`src/rtl/mem_access_ctrl_pkg.sv`:
```
// Shared definitions for the load/store bus controller: MIPS memory opcodes,
// controller state encoding, access size and the opcode decode helper.
package mem_access_ctrl_pkg;

  localparam logic [5:0] OPCODE_LB  = 6'h20;
  localparam logic [5:0] OPCODE_LH  = 6'h21;
  localparam logic [5:0] OPCODE_LW  = 6'h23;
  localparam logic [5:0] OPCODE_LBU = 6'h24;
  localparam logic [5:0] OPCODE_LHU = 6'h25;
  localparam logic [5:0] OPCODE_SB  = 6'h28;
  localparam logic [5:0] OPCODE_SH  = 6'h29;
  localparam logic [5:0] OPCODE_SW  = 6'h2B;

  typedef enum logic [1:0] {
    ST_IDLE = 2'd0,
    ST_BUS  = 2'd1,
    ST_RESP = 2'd2,
    ST_ERR  = 2'd3
  } ctrl_state_e;

  typedef enum logic [1:0] {
    SIZE_BYTE = 2'd0,
    SIZE_HALF = 2'd1,
    SIZE_WORD = 2'd2
  } acc_size_e;

  typedef struct packed {
    logic      legal;
    logic      is_load;
    logic      is_store;
    logic      sign_ext;
    acc_size_e size;
  } op_decode_t;

  // Classify an opcode; anything outside the eight memory opcodes is illegal.
  function automatic op_decode_t decode_op(input logic [5:0] opcode);
    op_decode_t d;
    d = '{legal: 1'b0, is_load: 1'b0, is_store: 1'b0, sign_ext: 1'b0, size: SIZE_BYTE};
    case (opcode)
      OPCODE_LB:  begin d.legal = 1'b1; d.is_load = 1'b1; d.sign_ext = 1'b1; d.size = SIZE_BYTE; end
      OPCODE_LH:  begin d.legal = 1'b1; d.is_load = 1'b1; d.sign_ext = 1'b1; d.size = SIZE_HALF; end
      OPCODE_LW:  begin d.legal = 1'b1; d.is_load = 1'b1; d.size = SIZE_WORD; end
      OPCODE_LBU: begin d.legal = 1'b1; d.is_load = 1'b1; d.size = SIZE_BYTE; end
      OPCODE_LHU: begin d.legal = 1'b1; d.is_load = 1'b1; d.size = SIZE_HALF; end
      OPCODE_SB:  begin d.legal = 1'b1; d.is_store = 1'b1; d.size = SIZE_BYTE; end
      OPCODE_SH:  begin d.legal = 1'b1; d.is_store = 1'b1; d.size = SIZE_HALF; end
      OPCODE_SW:  begin d.legal = 1'b1; d.is_store = 1'b1; d.size = SIZE_WORD; end
      default:    ;
    endcase
    return d;
  endfunction

endpackage

```
`src/rtl/mem_access_ctrl_if.sv`:
```
// CPU request/response handshake plus Avalon-style data bus signals.
// The master modport is the controller (it masters the data bus); the slave
// modport is the surrounding CPU/bus environment.
interface mem_access_ctrl_if;
  logic        req_valid;
  logic        req_ready;
  logic [5:0]  req_opcode;
  logic [31:0] req_addr;
  logic [31:0] req_wdata;
  logic        resp_valid;
  logic [31:0] resp_rdata;
  logic        resp_err;
  logic [31:0] address;
  logic        read;
  logic        write;
  logic [3:0]  byteenable;
  logic [31:0] writedata;
  logic [31:0] readdata;
  logic        waitrequest;

  modport master (
    input  req_valid, req_opcode, req_addr, req_wdata, readdata, waitrequest,
    output req_ready, resp_valid, resp_rdata, resp_err,
           address, read, write, byteenable, writedata
  );

  modport slave (
    output req_valid, req_opcode, req_addr, req_wdata, readdata, waitrequest,
    input  req_ready, resp_valid, resp_rdata, resp_err,
           address, read, write, byteenable, writedata
  );
endinterface

```
`src/rtl/mem_access_ctrl_store_lane_pack.sv`:
```
// Combinational lane mapper: turns (opcode, low address bits, store data)
// into bus byte enables, lane-replicated write data and a misalignment flag.
module store_lane_pack
  import mem_access_ctrl_pkg::*;
(
  input  logic [5:0]  opcode,
  input  logic [1:0]  addr_lo,
  input  logic [31:0] wdata,
  output logic [3:0]  byteenable,
  output logic [31:0] writedata,
  output logic        misaligned
);

  // Lane enables apply to loads and stores alike; only stores carry data.
  always_comb begin
    byteenable = 4'b0000;
    writedata  = 32'h0;
    misaligned = 1'b0;
    case (opcode)
      OPCODE_LB, OPCODE_LBU: begin
        byteenable = 4'b0001 << addr_lo;
      end
      OPCODE_SB: begin
        byteenable = 4'b0001 << addr_lo;
        writedata  = {4{wdata[7:0]}};
      end
      OPCODE_LH, OPCODE_LHU: begin
        misaligned = addr_lo[0];
        byteenable = addr_lo[1] ? 4'b1100 : 4'b0011;
      end
      OPCODE_SH: begin
        misaligned = addr_lo[0];
        byteenable = addr_lo[1] ? 4'b1100 : 4'b0011;
        writedata  = {2{wdata[15:0]}};
      end
      OPCODE_LW: begin
        misaligned = |addr_lo;
        byteenable = 4'b1111;
      end
      OPCODE_SW: begin
        misaligned = |addr_lo;
        byteenable = 4'b1111;
        writedata  = wdata;
      end
      default: ;
    endcase
  end

endmodule

```
`src/rtl/mem_access_ctrl.sv`:
```
// Single-outstanding load/store sequencer between the CPU memory stage and
// the data bus: accepts one request, runs one bus cycle (held through
// waitrequest, abandoned on timeout) and returns a one-cycle response.
module mem_access_ctrl
  import mem_access_ctrl_pkg::*;
#(
  parameter int TIMEOUT_CYCLES = 1024,
  parameter int CNT_W          = 11
) (
  input logic              clk,
  input logic              reset_n,
  mem_access_ctrl_if.master mif
);

  localparam logic [1:0] S_IDLE = 2'(ST_IDLE);
  localparam logic [1:0] S_BUS  = 2'(ST_BUS);
  localparam logic [1:0] S_RESP = 2'(ST_RESP);
  localparam logic [1:0] S_ERR  = 2'(ST_ERR);

  localparam logic [CNT_W-1:0] CNT_LIMIT = CNT_W'(TIMEOUT_CYCLES);

  logic [1:0]       state;
  logic [5:0]       op_q;
  logic [1:0]       lane_q;
  logic [CNT_W-1:0] wait_cnt;
  logic [CNT_W-1:0] wait_cnt_inc;
  logic             timeout_hit;
  logic             accept;

  logic [5:0]       dec_op;
  op_decode_t       dec;

  logic [3:0]       pack_be;
  logic [31:0]      pack_wd;
  logic             pack_mis;

  logic [7:0]       rd_lane [4];
  logic [7:0]       sel_byte;
  logic [15:0]      sel_half;
  logic [31:0]      load_data;

  assign mif.req_ready = (state == S_IDLE);
  assign accept        = mif.req_valid && mif.req_ready;

  // In IDLE the decode looks at the incoming request, afterwards at the latched one.
  assign dec_op = (state == S_IDLE) ? mif.req_opcode : op_q;
  assign dec    = decode_op(dec_op);

  store_lane_pack u_pack (
    .opcode     (mif.req_opcode),
    .addr_lo    (mif.req_addr[1:0]),
    .wdata      (mif.req_wdata),
    .byteenable (pack_be),
    .writedata  (pack_wd),
    .misaligned (pack_mis)
  );

  // Split readdata into its little-endian byte lanes.
  genvar gi;
  generate
    for (gi = 0; gi < 4; gi++) begin : g_rd_lane
      assign rd_lane[gi] = mif.readdata[8*gi +: 8];
    end
  endgenerate

  assign sel_byte = rd_lane[lane_q];
  assign sel_half = lane_q[1] ? mif.readdata[31:16] : mif.readdata[15:0];

  // Select and extend the addressed load lane(s).
  always_comb begin
    load_data = mif.readdata;
    case (dec.size)
      SIZE_BYTE: load_data = {{24{dec.sign_ext & sel_byte[7]}}, sel_byte};
      SIZE_HALF: load_data = {{16{dec.sign_ext & sel_half[15]}}, sel_half};
      default:   load_data = mif.readdata;
    endcase
  end

  // A zero TIMEOUT_CYCLES never matches, so the stall wait is unbounded.
  assign wait_cnt_inc = wait_cnt + 1'b1;
  assign timeout_hit  = (TIMEOUT_CYCLES != 0) && (wait_cnt_inc == CNT_LIMIT);

  // Controller FSM with registered bus and response outputs.
  always_ff @(posedge clk or negedge reset_n) begin
    if (!reset_n) begin
      state          <= S_IDLE;
      op_q           <= 6'h0;
      lane_q         <= 2'b00;
      wait_cnt       <= '0;
      mif.address    <= 32'h0;
      mif.read       <= 1'b0;
      mif.write      <= 1'b0;
      mif.byteenable <= 4'b0000;
      mif.writedata  <= 32'h0;
      mif.resp_valid <= 1'b0;
      mif.resp_err   <= 1'b0;
      mif.resp_rdata <= 32'h0;
    end else begin
      case (state)
        S_IDLE: begin
          if (accept) begin
            op_q     <= mif.req_opcode;
            lane_q   <= mif.req_addr[1:0];
            wait_cnt <= '0;
            if (!dec.legal || pack_mis) begin
              // Rejected up front: no bus cycle, straight to the error response.
              state          <= S_ERR;
              mif.resp_valid <= 1'b1;
              mif.resp_err   <= 1'b1;
              mif.resp_rdata <= 32'h0;
            end else begin
              state          <= S_BUS;
              mif.address    <= {mif.req_addr[31:2], 2'b00};
              mif.byteenable <= pack_be;
              mif.writedata  <= pack_wd;
              mif.read       <= dec.is_load;
              mif.write      <= dec.is_store;
            end
          end
        end
        S_BUS: begin
          if (!mif.waitrequest) begin
            state          <= S_RESP;
            mif.read       <= 1'b0;
            mif.write      <= 1'b0;
            mif.byteenable <= 4'b0000;
            mif.writedata  <= 32'h0;
            wait_cnt       <= '0;
            mif.resp_valid <= 1'b1;
            mif.resp_err   <= 1'b0;
            mif.resp_rdata <= dec.is_load ? load_data : 32'h0;
          end else if (timeout_hit) begin
            state          <= S_ERR;
            mif.read       <= 1'b0;
            mif.write      <= 1'b0;
            mif.byteenable <= 4'b0000;
            mif.writedata  <= 32'h0;
            wait_cnt       <= '0;
            mif.resp_valid <= 1'b1;
            mif.resp_err   <= 1'b1;
            mif.resp_rdata <= 32'h0;
          end else begin
            wait_cnt <= wait_cnt_inc;
          end
        end
        S_RESP, S_ERR: begin
          state          <= S_IDLE;
          wait_cnt       <= '0;
          mif.resp_valid <= 1'b0;
          mif.resp_err   <= 1'b0;
          mif.resp_rdata <= 32'h0;
        end
        default: state <= S_IDLE;
      endcase
    end
  end

endmodule

```
`src/flat_wrapper.sv`:
```
// flat-port wrapper written by rule: the top's interface ports become plain ports
module mem_access_ctrl_flat import mem_access_ctrl_pkg::*;
#(
  parameter int TIMEOUT_CYCLES = 1024,
  parameter int CNT_W          = 11
)
  (clk, reset_n, mif_req_valid, mif_req_opcode, mif_req_addr, mif_req_wdata, mif_readdata, mif_waitrequest, mif_req_ready, mif_resp_valid, mif_resp_rdata, mif_resp_err, mif_address, mif_read, mif_write, mif_byteenable, mif_writedata);
  mem_access_ctrl_if mif_i ();
  input logic clk;
  input logic reset_n;
  input wire logic [$bits(mif_i.req_valid)-1:0] mif_req_valid;
  input wire logic [$bits(mif_i.req_opcode)-1:0] mif_req_opcode;
  input wire logic [$bits(mif_i.req_addr)-1:0] mif_req_addr;
  input wire logic [$bits(mif_i.req_wdata)-1:0] mif_req_wdata;
  input wire logic [$bits(mif_i.readdata)-1:0] mif_readdata;
  input wire logic [$bits(mif_i.waitrequest)-1:0] mif_waitrequest;
  output wire logic [$bits(mif_i.req_ready)-1:0] mif_req_ready;
  output wire logic [$bits(mif_i.resp_valid)-1:0] mif_resp_valid;
  output wire logic [$bits(mif_i.resp_rdata)-1:0] mif_resp_rdata;
  output wire logic [$bits(mif_i.resp_err)-1:0] mif_resp_err;
  output wire logic [$bits(mif_i.address)-1:0] mif_address;
  output wire logic [$bits(mif_i.read)-1:0] mif_read;
  output wire logic [$bits(mif_i.write)-1:0] mif_write;
  output wire logic [$bits(mif_i.byteenable)-1:0] mif_byteenable;
  output wire logic [$bits(mif_i.writedata)-1:0] mif_writedata;
  assign mif_i.req_valid = mif_req_valid;
  assign mif_i.req_opcode = mif_req_opcode;
  assign mif_i.req_addr = mif_req_addr;
  assign mif_i.req_wdata = mif_req_wdata;
  assign mif_i.readdata = mif_readdata;
  assign mif_i.waitrequest = mif_waitrequest;
  assign mif_req_ready = mif_i.req_ready;
  assign mif_resp_valid = mif_i.resp_valid;
  assign mif_resp_rdata = mif_i.resp_rdata;
  assign mif_resp_err = mif_i.resp_err;
  assign mif_address = mif_i.address;
  assign mif_read = mif_i.read;
  assign mif_write = mif_i.write;
  assign mif_byteenable = mif_i.byteenable;
  assign mif_writedata = mif_i.writedata;
  mem_access_ctrl #(.TIMEOUT_CYCLES(TIMEOUT_CYCLES), .CNT_W(CNT_W)) u_core (.clk(clk), .reset_n(reset_n), .mif(mif_i));
endmodule
```
`config.mk`:
```
export PLATFORM = sky130hd
export DESIGN_NAME = mem_access_ctrl_flat
export DESIGN_NICKNAME = d
export VERILOG_FILES = /design/src/rtl/mem_access_ctrl_pkg.sv /design/src/rtl/mem_access_ctrl_if.sv /design/src/rtl/mem_access_ctrl_store_lane_pack.sv /design/src/rtl/mem_access_ctrl.sv /design/src/flat_wrapper.sv
export SDC_FILE = /design/constraint.sdc
export NUM_CORES = 1
export LEC_CHECK = 0
export BUFFER_PORTS_ARGS = -buffer_cell sky130_fd_sc_hd__clkbuf_2
export CORE_ASPECT_RATIO = 0.9
export CORE_UTILIZATION = 55
export DETAILED_ROUTE_END_ITERATION = 6
export PLACE_DENSITY = 0.86
export SLEW_MARGIN = 10
export SYNTH_ARGS = -nofsm -noshare
export SYNTH_HDL_FRONTEND = slang
export SYNTH_SLANG_ARGS = --single-unit
```
`constraint.sdc`:
```
create_clock -name clk -period 4.45 [get_ports clk]
set_clock_uncertainty 0.15 [all_clocks]
set_input_delay 0.2225 -clock clk [delete_from_list [all_inputs] [get_ports clk]]
set_output_delay 0.2225 -clock clk [all_outputs]
set_load 0.02 [all_outputs]
```
; ---- After elaboration in Yosys (flattened, before gate mapping)
; Cells that the tools add are included.
[op_classes]
n_addsub = 1
order_cmp = 1
eq_ne = 25
n_shift = 1
mux = 54
n_bitwise = 4
reduce_logical = 22
[op_table]
columns = op, n
row1 = $mux W32, 8
row2 = $pmux W32 S3, 2
row3 = $pmux W32 S2, 2
row4 = $eq A6 B6 Y1 const B, 16
row5 = $mux W11, 3
row6 = $pmux W11 S3, 1
row7 = $mux W4, 5
row8 = $bmux W8 S2, 1
row9 = $mux W16, 1
row10 = $mux W8, 2
row11 = $mux W1, 15
row12 = $pmux W4 S3, 1
row13 = $reduce_or A3 Y1, 4
row14 = $add A11 B1 Y11 const B, 1
row15 = $eq A11 B11 Y1 const B, 1
row16 = $reduce_or A2 Y1, 5
row17 = $mux W2, 4
row18 = $pmux W4 S2, 1
row19 = $reduce_or A8 Y1, 1
row20 = $mux W6, 1
row21 = $ne A2 B2 Y1 const B, 3
row22 = $pmux W1 S2, 3
row23 = $pmux W1 S3, 2
row24 = $pmux W2 S3, 1
row25 = other kinds (18), 24
[totals]
regBits = 123
in_bits = 106
output_inout_bits = 105
word_cells = 120

; ---- Logic depth before layout (Yosys ltp)
[depth]
depth_word = 10
ltp_mapped = 10

; ---- Modules after synthesis
; A second synthesis with hierarchy kept.
[unflattened]
cells_unflattened = 572
hier_area_um2 = 6279.8
[modules_own_cells]
columns = module, n_inst, cells_each, area_each_um2, seq_area_each_um2
row1 = mem_access_ctrl, 1, 469, 5621.6, 3078.0
row2 = store_lane_pack, 1, 103, 658.1, 0.0

; ---- Worst setup path before layout
; OpenSTA, ideal clock, no wires.
[synth_timing]
path_kind = register -> register
startpoint = register u_core.wait_cnt[4]
endpoint = register u_core.mif.writedata[10] (netlist name)
arrival_ps = 2287
required_ps = 4172
path_slack_ps = 1885
stages_incl_launch_ff = 10
path_buffers = 3
period_less_slack_ps = 2565
cell_sequence = dfrtp_1 -> and4_1 -> buf_4 -> and2_1 -> o31ai_1 -> a31oi_1 -> nor4_2 -> buf_4 -> buf_4 -> mux2_1
[synth_via]
elab_chain_len = 4
[synth_lines]
columns = element, line_no
row1 = start: declaration, mem_access_ctrl.sv:25  ; logic [CNT_W-1:0] wait_cnt;
row2 = start signal: assignment, mem_access_ctrl.sv:143  ; wait_cnt <= wait_cnt_inc;
row3 = $add A11 B1 Y11, mem_access_ctrl.sv:80  ; assign wait_cnt_inc = wait_cnt + 1'b1;
row4 = $eq A11 B11 Y1, mem_access_ctrl.sv:81  ; assign timeout_hit = (TIMEOUT_CYCLES != 0) && (wait_cnt_inc == CNT_LIMIT);
row5 = $ne A3 B2 Y1 (no source line), -
row6 = $reduce_and A4 Y1 (no source line), -
row7 = end signal: assignment, mem_access_ctrl.sv:115  ; mif.writedata <= pack_wd;
row8 = end: declaration, mem_access_ctrl_if.sv:24  ; address, read, write, byteenable, writedata
; No other way between the ends.
; A chain may end at the register's enable or synchronous reset.

; ---- Worst setup path after layout
[layout_timing]
startpoint = register u_core.state[1]
endpoint = register u_core.mif.resp_rdata[22]
[layout_via]
elab_chain_len = 10
elab_cells_between_ends = 38
classes_between = eq/ne (15) / mux (9) / bitwise (2) / reduce/logical (12)
[layout_lines]
columns = element, line_no
row1 = start: declaration, mem_access_ctrl.sv:22  ; logic [1:0] state;
row2 = start signal: assignment, mem_access_ctrl.sv:86  ; state <= S_IDLE;
row3 = start signal: assignment, mem_access_ctrl.sv:107  ; state <= S_ERR;
row4 = start signal: assignment, mem_access_ctrl.sv:112  ; state <= S_BUS;
row5 = $logic_not A2 Y1, "mem_access_ctrl.sv:42, mem_access_ctrl.sv:46, mem_access_ctrl.sv:99"
row6 = $mux W6, mem_access_ctrl.sv:46  ; assign dec_op = (state == S_IDLE) ? mif.req_opcode : op_q;
row7 = $eq A6 B6 Y1, mem_access_ctrl_pkg.sv:39  ; case (opcode)
row8 = $reduce_or A3 Y1 (no source line) or $reduce_or A2 Y1 (tied branches), -
row9 = $pmux W2 S2 or $mux W1 (tied branches), mem_access_ctrl_pkg.sv:39
row10 = $eq A2 B1 Y1 (tied with other cells), mem_access_ctrl.sv:72  ; case (dec.size)
row11 = $pmux W32 S2, mem_access_ctrl.sv:72
row12 = $mux W32, mem_access_ctrl.sv:131  ; mif.resp_rdata <= dec.is_load ? load_data : 32'h0;
row13 = $mux W32, mem_access_ctrl.sv:122  ; if (!mif.waitrequest) begin
row14 = $pmux W32 S3, mem_access_ctrl.sv:99  ; case (state)
row15 = end signal: assignment, mem_access_ctrl.sv:131
row16 = end: declaration, mem_access_ctrl_if.sv:23  ; output req_ready, resp_valid, resp_rdata, resp_err,
; Parallel ways exist; a longest one is shown, timed or not.

==> flow_results.org <==
** Status
- The run finished with clean final reports.

** Drt
- The pre-antenna-repair detailed-routing pass consisted of 6 iterations.
- Average wire per standard cell :: 19.1 um
- Final antenna-violating net count :: 0
- The first routing iteration left 530 violations.
- For this run, design rule violations remaining after detail routing come to 0.
- Drt via density :: 5.93
- Detailed-route wire length :: 19300 um
- Across all layers, the routed design uses 5991 vias.

** Clocking
- The number of hold buffers added after CTS was 63.
- Post CTS Setup Buffer Count :: 0
- The number of clock buffers added by TritonCTS is 17.
- Clock Latency Late Sink :: 0.42 ns
- Clock-pin slew of the registers on the worst-case setup and hold paths :: 0.06 ns
- Clock root buffer :: clkbuf_16
- Clock tree from TritonCTS :: done
- After clock tree synthesis, the repair step resized 0 gates.
- Total clock sinks :: 123
- The clock passes through at most 2 buffers.
- Count of H-tree levels built during CTS :: 4

** Placement
- In this run the tool buffered the top-level ports with 208 buffer cells.
- Detailed placement finished with a half-perimeter wire length of 12100 um.
- At the end of routability-driven placement, the weighted congestion stood at 0.903.
- Once placement finished, the instance area stood at 0.00739 sq mm.

** Setup path
- Required time reported for the critical path endpoint :: 4.62 ns
- Worst Setup Path Type :: reg2reg
- Endpoint type of the worst setup path :: flop
- Of all nets on the critical path, the largest fanout is 17.
- Data arrival time at the worst-slack endpoint :: 3.55 ns
- Origin of the critical flop-to-flop path :: u_core.state[1]$_DFFE_PN0P_
- In this run the worst setup path begins at u_core.state[1]$_DFFE_PN0P_.
- STA classifies the critical path startpoint as a flop.

** STA
- Final count of hold timing violations :: 0
- The max-slew violation count came to 0.
- Maximum clock frequency :: 296 MHz
- Setup repair after global routing left no endpoint under its margin.
- Setup total negative slack on the finished layout was measured at 0 ns.
- Of the available clock period, the critical path in the final layout requires 76.0%.
- Final setup violation count :: 0
- Worst slew pin tran :: 1.02 ns
- The smallest clock period supported by the final layout is computed as 3.38 ns.
- Max_slew headroom :: 31.4%
- Hold timing on the final database bottoms out at a slack of 0.0137 ns.

** Power
- In this run, flip-flops and latches consume 32.1% of the power.
- Combinational cells account for 38.0% of the total power.
- The analysis attributes to cell leakage a power of 4.33 nW.
- Power Total :: 5.03 mW
- P per Cell Area :: 580 mW/mm^2
- Switching power :: 1.89 mW
- Worst VDD drop :: 0.000425 V
- Clock Power Share :: 29.9%
- Cell internal pwr :: 3.13 mW
- Sw Share :: 37.7%

** Layout
- Compared with the post-synthesis result, the final layout area differs by 38.2%.
- Diode count :: 0
- The final layout contains 954 nets.
- After filler insertion, the fill cell instance count of the layout stands at 656.
- Most frequent cells in the layout :: 207 x clkbuf_2, 123 x dfrtp_1, 63 x dlygate4sd3_1, 61 x nor2_1, 60 x mux2_2
- Most common cell after layout, fill and taps aside :: clkbuf_2
- Post-layout instance area :: 0.00866 sq mm
- Of the cells placed in the final design, the portion with a size suffix greater than 1 is 38.3%.

** Global routing
- Summed over all layers, the global routing overflow is 0.
- Vias in the first global route :: 5894
- Overall routing resource usage :: 33.9%
- Entering global routing, the biggest net connects 77 pins.
- First-pass GRT wire length :: 30300 um
- The initial antenna violation count was 0.

** Synth
- Counting flops with an async set or reset pin after synthesis yields a share of 100%.
- Yosys mapped a number of flops with a built-in enable equal to 0.
- After technology mapping, the gate count stands at 583.
- For this run, the register share of the synthesized area comes to 49.1%.
- Leading register cell type out of synthesis :: dfrtp_1
- Avg Inst Size Synth :: 10.8 sq um
- After synthesis the cells add up to 0.00627 sq mm.
- Count of distinct cell types in the synthesized netlist :: 67
- Synthesis inferred 123 register bits.
- During synthesis, Yosys emitted a total of 0 warnings.

** Worst hold path
- Worst hold start :: mif_readdata[15]
- Hold crit path type :: in2reg

** Floorplanning
- The initial utilization of the core area, before any placement, comes to 57.3%.
- The floorplan step set the die width to 115 um.
- Die footprint :: 0.0118 sq mm
- Total I/O pin count :: 211
- Die boundary height :: 103 um
- The core region is 0.0109 sq mm.
- The floorplan has 36 rows.

** Job
- Across the run, the number of max-cap violations was 0.
-- power by group through the flow --
stage / clock (mW) / sequential [mW] / combinational (mW)
after floorplan: 0 / 1.78 / 1.12
after global placement: 0 / 1.59 / 1.77
after detailed placement: 0 / 1.60 / 1.82
after CTS: 1.51 / 1.59 / 1.87
after global routing: 1.55 / 1.65 / 2.05
final: 1.50 / 1.61 / 1.91
-- area by class of cell --
type | instances | area (sq um) | share of cell area, %
clock buffers | 24 | 502 | 5.79
multi-input cells | 406 | 2950 | 34.0
flip-flops and latches | 123 | 3080 | 35.5
well taps | 152 | 190 | 2.20
inverters | 20 | 75.1 | 0.867
repair buffers | 279 | 1730 | 20.0
clock inverters | 7 | 135 | 1.56
-- cells in the mapped netlist (2+ instances only) --
cell | instances | area (sq um)
xor2_1 | 2 | 17.5
buf_1 | 2 | 7.51
o31ai_1 | 3 | 22.5
nor2_1 | 62 | 233
a211oi_1 | 3 | 22.5
buf_4 | 5 | 37.5
and2_1 | 11 | 68.8
a21oi_1 | 17 | 85.1
o211ai_1 | 2 | 15.0
or2_1 | 2 | 12.5
mux2i_1 | 11 | 110
nor2_2 | 2 | 12.5
nor3_1 | 8 | 40.0
mux2_2 | 60 | 676
mux2_1 | 13 | 146
nand2b_1 | 4 | 25.0
inv_1 | 18 | 67.6
a22oi_1 | 17 | 128
nand3_1 | 9 | 45.0
a21o_1 | 9 | 67.6
nor4_1 | 4 | 25.0
a31oi_1 | 10 | 62.6
nand4_1 | 4 | 25.0
nor4_2 | 2 | 25.0
o21ai_0 | 25 | 125
and4_1 | 2 | 17.5
a211o_1 | 7 | 61.3
clkbuf_1 | 17 | 63.8
a22o_1 | 17 | 149
or3_1 | 3 | 18.8
nor2b_1 | 3 | 18.8
or2_2 | 6 | 37.5
a32o_1 | 7 | 70.1
and3_1 | 2 | 12.5
o2bb2ai_1 | 18 | 158
buf_2 | 8 | 40.0
dfrtp_1 | 123 | 3080
buf_6 | 3 | 33.8
nand2_1 | 34 | 128
-- state kept, by name (all words and copies together), names as in the netlist --
signal                 count
u_core.mif.write           1
u_core.mif.resp_err        1
u_core.mif.resp_valid      1
u_core.lane_q              2
u_core.op_q                6
u_core.state               2
u_core.mif.resp_rdata     32
u_core.mif.read            1
u_core.mif.writedata      32
u_core.mif.byteenable      4
u_core.wait_cnt           11
u_core.mif.address        30
-- layer usage --
metal | global-route usage, % | vias up | share of wire [%] | routed length, um
li1 | - | 2666 | - | -
met1 | 43.6 | 2929 | 42 | 8040
met2 | 53.8 | 322 | 47 | 9040
met3 | 8.39 | 74 | 7.7 | 1480
met4 | 17.3 | 0 | 3.8 | 741
met5 | 0 | - | 0 | 0
-- path summary, 6_finish.rpt --
path                                                               to  slack, ns  cells after the start
worst max-delay path            u_core.mif.resp_rdata[22]$_DFFE_PN0P_       1.07                      6
worst min-delay path            u_core.mif.resp_rdata[15]$_DFFE_PN0P_       0.01                      3
worst max register to register  u_core.mif.resp_rdata[22]$_DFFE_PN0P_       1.07                      6
worst min register to register   u_core.mif.writedata[19]$_DFFE_PN0P_       0.34                      1
max in group asynchronous          u_core.mif.address[13]$_DFFE_PN0P_       3.09                      3
min in group asynchronous              u_core.wait_cnt[1]$_DFFE_PN0P_       0.30                      3
-- kinds of logic (layout without fill, tap and decap cells) --
family          after synthesis  after routing  synth area share (%)
buf+inv                      55            330                  4.11
simple gates                166            166                  13.2
flops                       123            123                  49.1
other cells                   1              2                0.0598
mux                          87             87                  15.7
fa+ha+maj                     1              1                 0.200
xor+xnor                      2              2                 0.279
compound gates              148            148                  17.4
-- worst max-delay path, cell delays in order, from the launching register on --
cell	delay (ns)
dfrtp_1	0.66
or2_1	0.46
mux2i_2	0.46
nand3_1	0.36
nor2_2	0.28
nand3_1	0.54
o2bb2ai_1	0.37
-- stage by stage --
stage          setup WS (ns)  cells  utilization [%]
2_1_floorplan           1.89    584                -
3_3_place_gp            1.38    917             67.6
3_5_place_dp            1.17    917             67.6
4_1_cts                 1.14   1011             79.1
5_1_grt                0.711   1011             79.1
6_report                1.07   1011             79.1
Power figures use the tool's default switching activity.
